===== src/rtl/audio_pkg.sv =====
// rtl/audio_pkg.sv - shared clip constants and feeder FSM encoding for the audio level-meter path
package audio_pkg;

    localparam int FLASH_ADDR_W = 23;
    localparam logic [FLASH_ADDR_W-1:0] CLIP_START = 23'h000000;
    localparam logic [FLASH_ADDR_W-1:0] CLIP_END   = 23'h07FFFF;

    typedef enum logic [2:0] {
        ST_IDLE,
        ST_REQ,
        ST_WAIT_DATA,
        ST_EMIT0,
        ST_EMIT1,
        ST_ADVANCE
    } feeder_state_t;

endpackage


===== src/rtl/flash_word_reader.sv =====
// rtl/flash_word_reader.sv - Avalon single-word read: holds read until accepted, then waits for data
module flash_word_reader
    import audio_pkg::*;
#(
    parameter int ADDR_W = FLASH_ADDR_W
) (
    input  logic              clk,
    input  logic              reset_n,
    input  logic              start,
    input  logic [ADDR_W-1:0] addr,
    output logic              accepted,
    output logic [31:0]       data,
    output logic              done,
    output logic              flash_read,
    output logic [ADDR_W-1:0] flash_address,
    input  logic              flash_waitrequest,
    input  logic              flash_readdatavalid,
    input  logic [31:0]       flash_readdata
);

    // Only a read accepted since the last reset may complete; reset drops the
    // outstanding flag so a late readdatavalid is ignored.
    logic waiting;

    assign flash_read    = start;
    assign flash_address = addr;
    assign accepted      = start & ~flash_waitrequest;
    assign done          = waiting & flash_readdatavalid;
    assign data          = flash_readdata;

    always_ff @(posedge clk or negedge reset_n) begin
        if (!reset_n) begin
            waiting <= 1'b0;
        end else if (accepted) begin
            waiting <= 1'b1;
        end else if (flash_readdatavalid) begin
            waiting <= 1'b0;
        end
    end

endmodule


===== src/rtl/flash_audio_feeder.sv =====
// rtl/flash_audio_feeder.sv - fetches 32-bit flash words and emits 8-bit samples paced by sample_tick
module flash_audio_feeder
    import audio_pkg::*;
#(
    parameter int                ADDR_W     = FLASH_ADDR_W,
    parameter logic [ADDR_W-1:0] START_ADDR = CLIP_START,
    parameter logic [ADDR_W-1:0] END_ADDR   = CLIP_END
) (
    input  logic              clk,
    input  logic              reset_n,
    input  logic              sample_tick,
    input  logic              play,
    input  logic              dir,
    input  logic              restart,
    output logic              flash_read,
    output logic [ADDR_W-1:0] flash_address,
    input  logic              flash_waitrequest,
    input  logic              flash_readdatavalid,
    input  logic [31:0]       flash_readdata,
    output logic [7:0]        audio,
    output logic              read_sig,
    output logic              underrun
);

    feeder_state_t     state, state_next;
    logic [ADDR_W-1:0] addr, addr_step, addr_reload;
    logic [31:0]       word_q;
    logic [31:0]       rd_data;
    logic              rd_accepted, rd_done;
    logic              tick_pend, restart_pend;
    logic              emit;

    flash_word_reader #(.ADDR_W(ADDR_W)) u_reader (
        .clk                 (clk),
        .reset_n             (reset_n),
        .start               (state == ST_REQ),
        .addr                (addr),
        .accepted            (rd_accepted),
        .data                (rd_data),
        .done                (rd_done),
        .flash_read          (flash_read),
        .flash_address       (flash_address),
        .flash_waitrequest   (flash_waitrequest),
        .flash_readdatavalid (flash_readdatavalid),
        .flash_readdata      (flash_readdata)
    );

    assign emit = ((state == ST_EMIT0) || (state == ST_EMIT1)) && play && (sample_tick || tick_pend);

    always_comb begin
        addr_reload = dir ? END_ADDR : START_ADDR;
        addr_step   = addr;
        if (dir) begin
            addr_step = (addr == START_ADDR) ? END_ADDR : addr - 1'b1;
        end else begin
            addr_step = (addr == END_ADDR) ? START_ADDR : addr + 1'b1;
        end
    end

    always_comb begin
        state_next = state;
        case (state)
            ST_IDLE:      if (play) state_next = ST_REQ;
            ST_REQ:       if (rd_accepted) state_next = ST_WAIT_DATA;
            ST_WAIT_DATA: if (rd_done) state_next = ST_EMIT0;
            ST_EMIT0:     if (emit) state_next = ST_EMIT1;
            ST_EMIT1:     if (emit) state_next = ST_ADVANCE;
            ST_ADVANCE:   state_next = play ? ST_REQ : ST_IDLE;
            default:      state_next = ST_IDLE;
        endcase
    end

    always_ff @(posedge clk or negedge reset_n) begin
        if (!reset_n) begin
            state <= ST_IDLE;
        end else begin
            state <= state_next;
        end
    end

    always_ff @(posedge clk or negedge reset_n) begin
        if (!reset_n) begin
            addr         <= START_ADDR;
            word_q       <= '0;
            audio        <= '0;
            read_sig     <= 1'b0;
            underrun     <= 1'b0;
            tick_pend    <= 1'b0;
            restart_pend <= 1'b0;
        end else begin
            read_sig <= emit;
            if (emit) begin
                audio <= (state == ST_EMIT0) ? word_q[15:8] : word_q[31:24];
            end
            // Store halves in emit order so EMIT0 always reads the low half.
            if ((state == ST_WAIT_DATA) && rd_done) begin
                word_q <= dir ? {rd_data[15:0], rd_data[31:16]} : rd_data;
            end
            if (emit) begin
                tick_pend <= sample_tick & tick_pend;
            end else if (sample_tick) begin
                if (tick_pend) begin
                    underrun <= 1'b1;
                end
                tick_pend <= 1'b1;
            end
            if ((state == ST_IDLE) && restart) begin
                addr <= addr_reload;
            end else if (state == ST_ADVANCE) begin
                addr         <= (restart || restart_pend) ? addr_reload : addr_step;
                restart_pend <= 1'b0;
            end else if (restart) begin
                restart_pend <= 1'b1;
            end
        end
    end

endmodule

===== config.mk =====
export PLATFORM = sky130hd
export DESIGN_NAME = flash_audio_feeder
export DESIGN_NICKNAME = d
export VERILOG_FILES = /design/src/rtl/audio_pkg.sv /design/src/rtl/flash_word_reader.sv /design/src/rtl/flash_audio_feeder.sv
export SDC_FILE = /design/constraint.sdc
export NUM_CORES = 1
export LEC_CHECK = 0
export CAP_MARGIN = 40
export CORE_MARGIN = 2
export CORE_UTILIZATION = 25
export CTS_CLUSTER_DIAMETER = 30
export CTS_CLUSTER_SIZE = 12
export DETAILED_ROUTE_END_ITERATION = 16
export DONT_BUFFER_PORTS = 1
export GPL_ROUTABILITY_DRIVEN = 0
export HOLD_SLACK_MARGIN = 0.08
export PLACE_DENSITY_LB_ADDON = 0.15
export RECOVER_POWER = 25
export SYNTH_ARGS = -nofsm -noshare
export SYNTH_HDL_FRONTEND = slang
export SYNTH_SLANG_ARGS = --single-unit
export TNS_END_PERCENT = 30

===== constraint.sdc =====
create_clock -name clk -period 3.4 [get_ports clk]
set_clock_uncertainty 0.2 [all_clocks]
set_input_delay 0.34 -clock clk [delete_from_list [all_inputs] [get_ports clk]]
set_output_delay 0.34 -clock clk [all_outputs]
set_load 0.1 [all_outputs]

# Word level (Yosys, flattened, before mapping)
# Index checks and enable logic that the tools add are counted.
# W data, S select, Z words.
dict set report totals {
  ramBits 0
  elab_cells 66
  ff_bits 71
  rom_bits 0
  in_bits 40
  output_inout_bits 34
  n_memories 0
  latchBits 0
}
dict set report classes {
  div_mod_pow 0
  bitwise_logic 6
  n_lt_le_gt_ge 0
  muxes 22
  n_shift 0
  n_reduce_logical 16
  mul 0
  addsub 2
  eq_ne 11
}
# op n
set ops {}
lappend ops {{$mux W23} 6}
lappend ops {{$mux W32} 1}
lappend ops {{$add A23 B1 Y23 const B} 1}
lappend ops {{$eq A23 B19 Y1 const B} 1}
lappend ops {{$logic_not A23 Y1} 1}
lappend ops {{$sub A23 B1 Y23 const B} 1}
lappend ops {{$mux W19} 1}
lappend ops {{$pmux W3 S6} 1}
lappend ops {{$mux W3} 5}
lappend ops {{$ne A2 B2 Y1 const B} 5}
lappend ops {{$mux W8} 1}
lappend ops {{$reduce_bool A2 Y1} 4}
lappend ops {{$mux W1} 7}
lappend ops {{$eq A3 B2 Y1 const B} 2}
lappend ops {{$eq A3 B3 Y1 const B} 2}
lappend ops {{$reduce_and A5 Y1} 1}
lappend ops {{$logic_and A1 B1 Y1} 4}
lappend ops {{$and A1 B1 Y1} 3}
lappend ops {{$eq A3 B1 Y1 const B} 1}
lappend ops {{$logic_not A3 Y1} 1}
lappend ops {{$logic_or A1 B1 Y1} 3}
lappend ops {{$not A1 Y1} 3}
lappend ops {{$reduce_and A3 Y1} 1}
lappend ops {{$reduce_and A2 Y1} 1}

# Longest topological paths before layout
dict set report logic_depth {
  ltp_word 6
  mapped_depth 8
  mapped_depth_nobuf 8
}

# Modules after synthesis
# A second synthesis with hierarchy kept.
dict set report hier_totals {
  hier_cells 479
  hier_area_um2 4171.5
}
# module area_each_um2 instances seq_area_each_um2 cells_each
set by_module_without_submodules {}
lappend by_module_without_submodules {flash_audio_feeder 3694.8 1 1351.3 418}
lappend by_module_without_submodules {flash_word_reader 476.7 1 25.0 61}

# Least setup slack after synthesis
# No wires, ideal clock.
dict set report synth_timing {
  path_kind {register to register}
  from {register addr[9]}
  to {register addr[13]}
  period_less_slack_ps 2877
  stages_incl_launch_ff 9
  setup_time_ps 133
  setup_slack_ps 523
  path_buffers 2
  arrival_time_ps 2544
  required_time_ps 3067
  cell_sequence {dfrtp_1 -> buf_4 -> and3_1 -> nand3_2 -> nor4_4 -> nor2_2 -> buf_6 -> a22oi_1 -> nand3_1}
}
dict set report synth_via {
  elab_chain_cells 6
  word_cells_on_any_way 10
  classes_between {add/sub: 2; eq/ne: 1; mux: 6; reduce/logical: 1}
}
# item line_no
set synth_lines {}
lappend synth_lines {{start, declared} flash_audio_feeder.sv:26} ;# logic [ADDR_W-1:0] addr, addr_step, addr_reload;
lappend synth_lines {{start signal, assigned} flash_audio_feeder.sv:108} ;# addr <= addr_reload;
lappend synth_lines {{start signal, assigned} flash_audio_feeder.sv:110} ;# addr <= (restart || restart_pend) ? addr_reload : addr_step;
lappend synth_lines {{$add A23 B1 Y23, or another cell as far along} flash_audio_feeder.sv:56} ;# addr_step = (addr == END_ADDR) ? START_ADDR : addr + 1'b1;
lappend synth_lines {{$mux W23, on equally long branches} {flash_audio_feeder.sv:56, flash_audio_feeder.sv:54}}
lappend synth_lines {{$mux W23 (*)} flash_audio_feeder.sv:53} ;# if (dir) begin
lappend synth_lines {{$mux W23 (*)} flash_audio_feeder.sv:110}
lappend synth_lines {{$mux W23 (*)} flash_audio_feeder.sv:109} ;# end else if (state == ST_ADVANCE) begin
lappend synth_lines {{$mux W23 (*)} flash_audio_feeder.sv:107} ;# if ((state == ST_IDLE) && restart) begin
# Mark *: on every way between the ends. The rest lies on a longest branch, timed or not. The select of a mux whose other input is x is not followed.
# A chain may end at the register's enable or synchronous reset.

# Worst setup path after layout
dict set report layout_timing {
  from {register state[1]}
  to {register addr[5]}
}
dict set report layout_via {
  elab_chain_cells 3
  word_cells_on_any_way 5
  classes_between {eq/ne: 1; mux: 1; reduce/logical: 3}
}
# item line_no
set layout_lines {}
lappend layout_lines {{start, declared} flash_audio_feeder.sv:25} ;# feeder_state_t state, state_next;
lappend layout_lines {{start signal, assigned} flash_audio_feeder.sv:77} ;# state <= state_next;
lappend layout_lines {{$logic_not A3 Y1} flash_audio_feeder.sv:107}
lappend layout_lines {{$logic_and A1 B1 Y1} flash_audio_feeder.sv:107}
lappend layout_lines {{$mux W23 or $reduce_bool A2 Y1 (tied branches)} -}
# Several ways; a longest one is shown, not always the timed one.

==> out/metrics.csv <==
metric,value,unit
avgSynthCellArea,8.65,um2
chipHeight,126,um
ir_worst_vdd,0.423,mV
dr_total_vias,3354,
track_usage,14.7,%
clk_path_buf_depth,2,
setup-tns-final,0,ps
grt_max_degree,56,
clock_sink_count,55,
detailedPlace.worstSlack,828,ps
final-max-slew-violation-count,0,
htreeDepth,2,
synthesis.instances,428,
drive_above_1_share,14.6,%
synth_top_cells_by_count,"sky130_fd_sc_hd__dfrtp_1, sky130_fd_sc_hd__nand2_1, sky130_fd_sc_hd__nor2_1",
core_region_area,14500,um2
synth_seq_cells,55,
design.die.area,15800,um2
tritoncts,yes,
synthArstFlopShare,100,%
timing.fmax,387,MHz
min_period,2580,ps
cts_buffers,5,
synth_cell_type_count,73,
netlist.area_leader.share,37.2,%
area_delta_synth_final,23.5,%
worst_skew_late_latency,310,ps
grt_antenna_before_repair,0,
pwr_density_cell,982,nW/um2
nets,514,
totalPowerFinal,4.49,mW
synth.area.top_cells,"sky130_fd_sc_hd__dfrtp_1, sky130_fd_sc_hd__mux2i_1, sky130_fd_sc_hd__o21ai_0",
max_cap_violations,0,
whs,114,ps
routed_wl,11.5,mm
layout_worst_path_cycle_share,75.9,%
report.final.setup_viol,0,
path_clk_slew,80,ps
hold_path_class,primary input to flop,
insertedDiodeCount,0,
fp.dieW,126,um
leading_area_contributor_after_synthesis,sky130_fd_sc_hd__dfrtp_1,
dominantRegCellSynth,sky130_fd_sc_hd__dfrtp_1,
start_util,25.6,%
grt_pass1_vias,3300,
layout.core_utilization,31.6,%
drc_errors,0,
finish.instance_area,4570,um2
clock-root-buffer,sky130_fd_sc_hd__clkbuf_16,
fp-row-count,44,
critPathMaxFanout,13,
critPathKind,flop to flop,
timing.final.hold_violations,0,
timing.final.ws_setup,819,ps
first_pass_iteration_count_of_the_detailed_router,4,
unrepaired_setup_endpoints_after_global_routing,false,
postCtsHoldBufs,30,
boundaryPins,74,
post_cts_resize_count,0,
post-synth-top-count-cell,sky130_fd_sc_hd__dfrtp_1,
wl_per_cell,17.5,um
drt-initial-drc-count,121,
yosys_warnings,0,
outcome,completed,
critical_path.startpoint_type,flop,
number_of_enable_flip_flop_cells_after_synthesis,0,
critical_path.endpoint_type,flop,
io_buffer_count,0,
timing.slew.headroom,1.71,%
post_layout_nonfiller_instances,656,
worstMarginPinSlew,1470,ps
syn_nets,471,
critPathArrivalTime,2610,ps
placed_cells,618,
detailed_place_hpwl,7.78,mm
grt_first_pass_wirelength,18.3,mm
dpl_cell_area,4110,um2
overflow,0,
antenna_violating_nets_post_route,0,
cts_post_setup_buffers_inserted,0,
avgViaCountPerCell,5.11,
cp.required,3430,ps
power.static_leakage,1.87,nW
yosysSeqAreaShare,37.2,%
syn_area,3700,um2
[metal layers]
layer	share of wire (%)	track usage [%]	up-vias
met1	45	18.4	1617
met5	0	0	-
li1	-	-	1652
met3	5.7	4.63	11
met2	48	24.3	74
met4	1.3	4.58	0
[critical path: stages (launching register included)]
cell and delay [ps]:
sky130_fd_sc_hd__dfrtp_1 510, sky130_fd_sc_hd__and3b_1 330, sky130_fd_sc_hd__nand2_1 80, sky130_fd_sc_hd__or2_0 400, sky130_fd_sc_hd__nor2_2 430, sky130_fd_sc_hd__buf_4 270, sky130_fd_sc_hd__nand3_1 90, sky130_fd_sc_hd__o2111ai_1 180
[layout make-up]
class | count | area [um2]
Fill cell | 1548 | 9910
Timing Repair Buffer | 68 | 671
Inverter | 8 | 30.0
Clock inverter | 3 | 33.8
Clock buffer | 5 | 125
Multi-Input combinational cell | 333 | 2100
Tap cell | 184 | 230
Sequential cell | 55 | 1380
[state kept, by name (all words and copies together) (netlist names)]
signal / cells
word_q: 16
read_sig: 1
restart_pend: 1
u_reader.waiting: 1
underrun: 1
audio: 8
tick_pend: 1
state: 3
addr: 23
[cells in the final DEF, fill, tap and decap left out, drive strengths merged, types with 5 or more instances in the layout]
master	netlist	final
xor2	6	6
and3	11	11
dlygate4sd3	0	28
dfrtp	55	55
o21ai	42	42
a31oi	7	7
nand2	45	45
inv	8	9
buf	19	39
nor2	39	39
or3	5	5
nor3	16	16
nor4	10	10
nand3	16	16
mux2i	25	25
xnor2	8	8
clkbuf	13	6
a21oi	33	33
o211ai	6	6
[cell families (layout without fill, tap and decap cells)]
family	after synthesis	count (layout)	synth area share (%)
muxes	26	26	7.37
xor gates and xnor gates	14	14	3.31
AOI/OAI and AO/OA	120	120	20.1
adders and majority gates	4	4	1.28
buffers and inverters	40	84	6.12
and+or+nand+nor	169	169	24.6
DFF	55	55	37.2
[worst paths after layout]
kind / start / endpoint / slack (ps) / cells after the start
hold / removal: play / underrun / 110 / 2
setup / recovery: state[1] / addr[5] / 820 / 7
min in group asynchronous: reset_n / addr[7] / 730 / 2
hold reg to reg: word_q[25] / word_q[25] / 330 / 2
max in group asynchronous: reset_n / addr[0] / 1380 / 2
setup reg to reg: state[1] / addr[5] / 820 / 7
[report_power, final]
group | total, mW | internal [mW] | switching, mW
sequential | 1.50 | 0.930 | 0.567
combinational | 2.41 | 0.713 | 1.70
clock | 0.582 | 0.285 | 0.297
(Power assumes the default switching activity.)
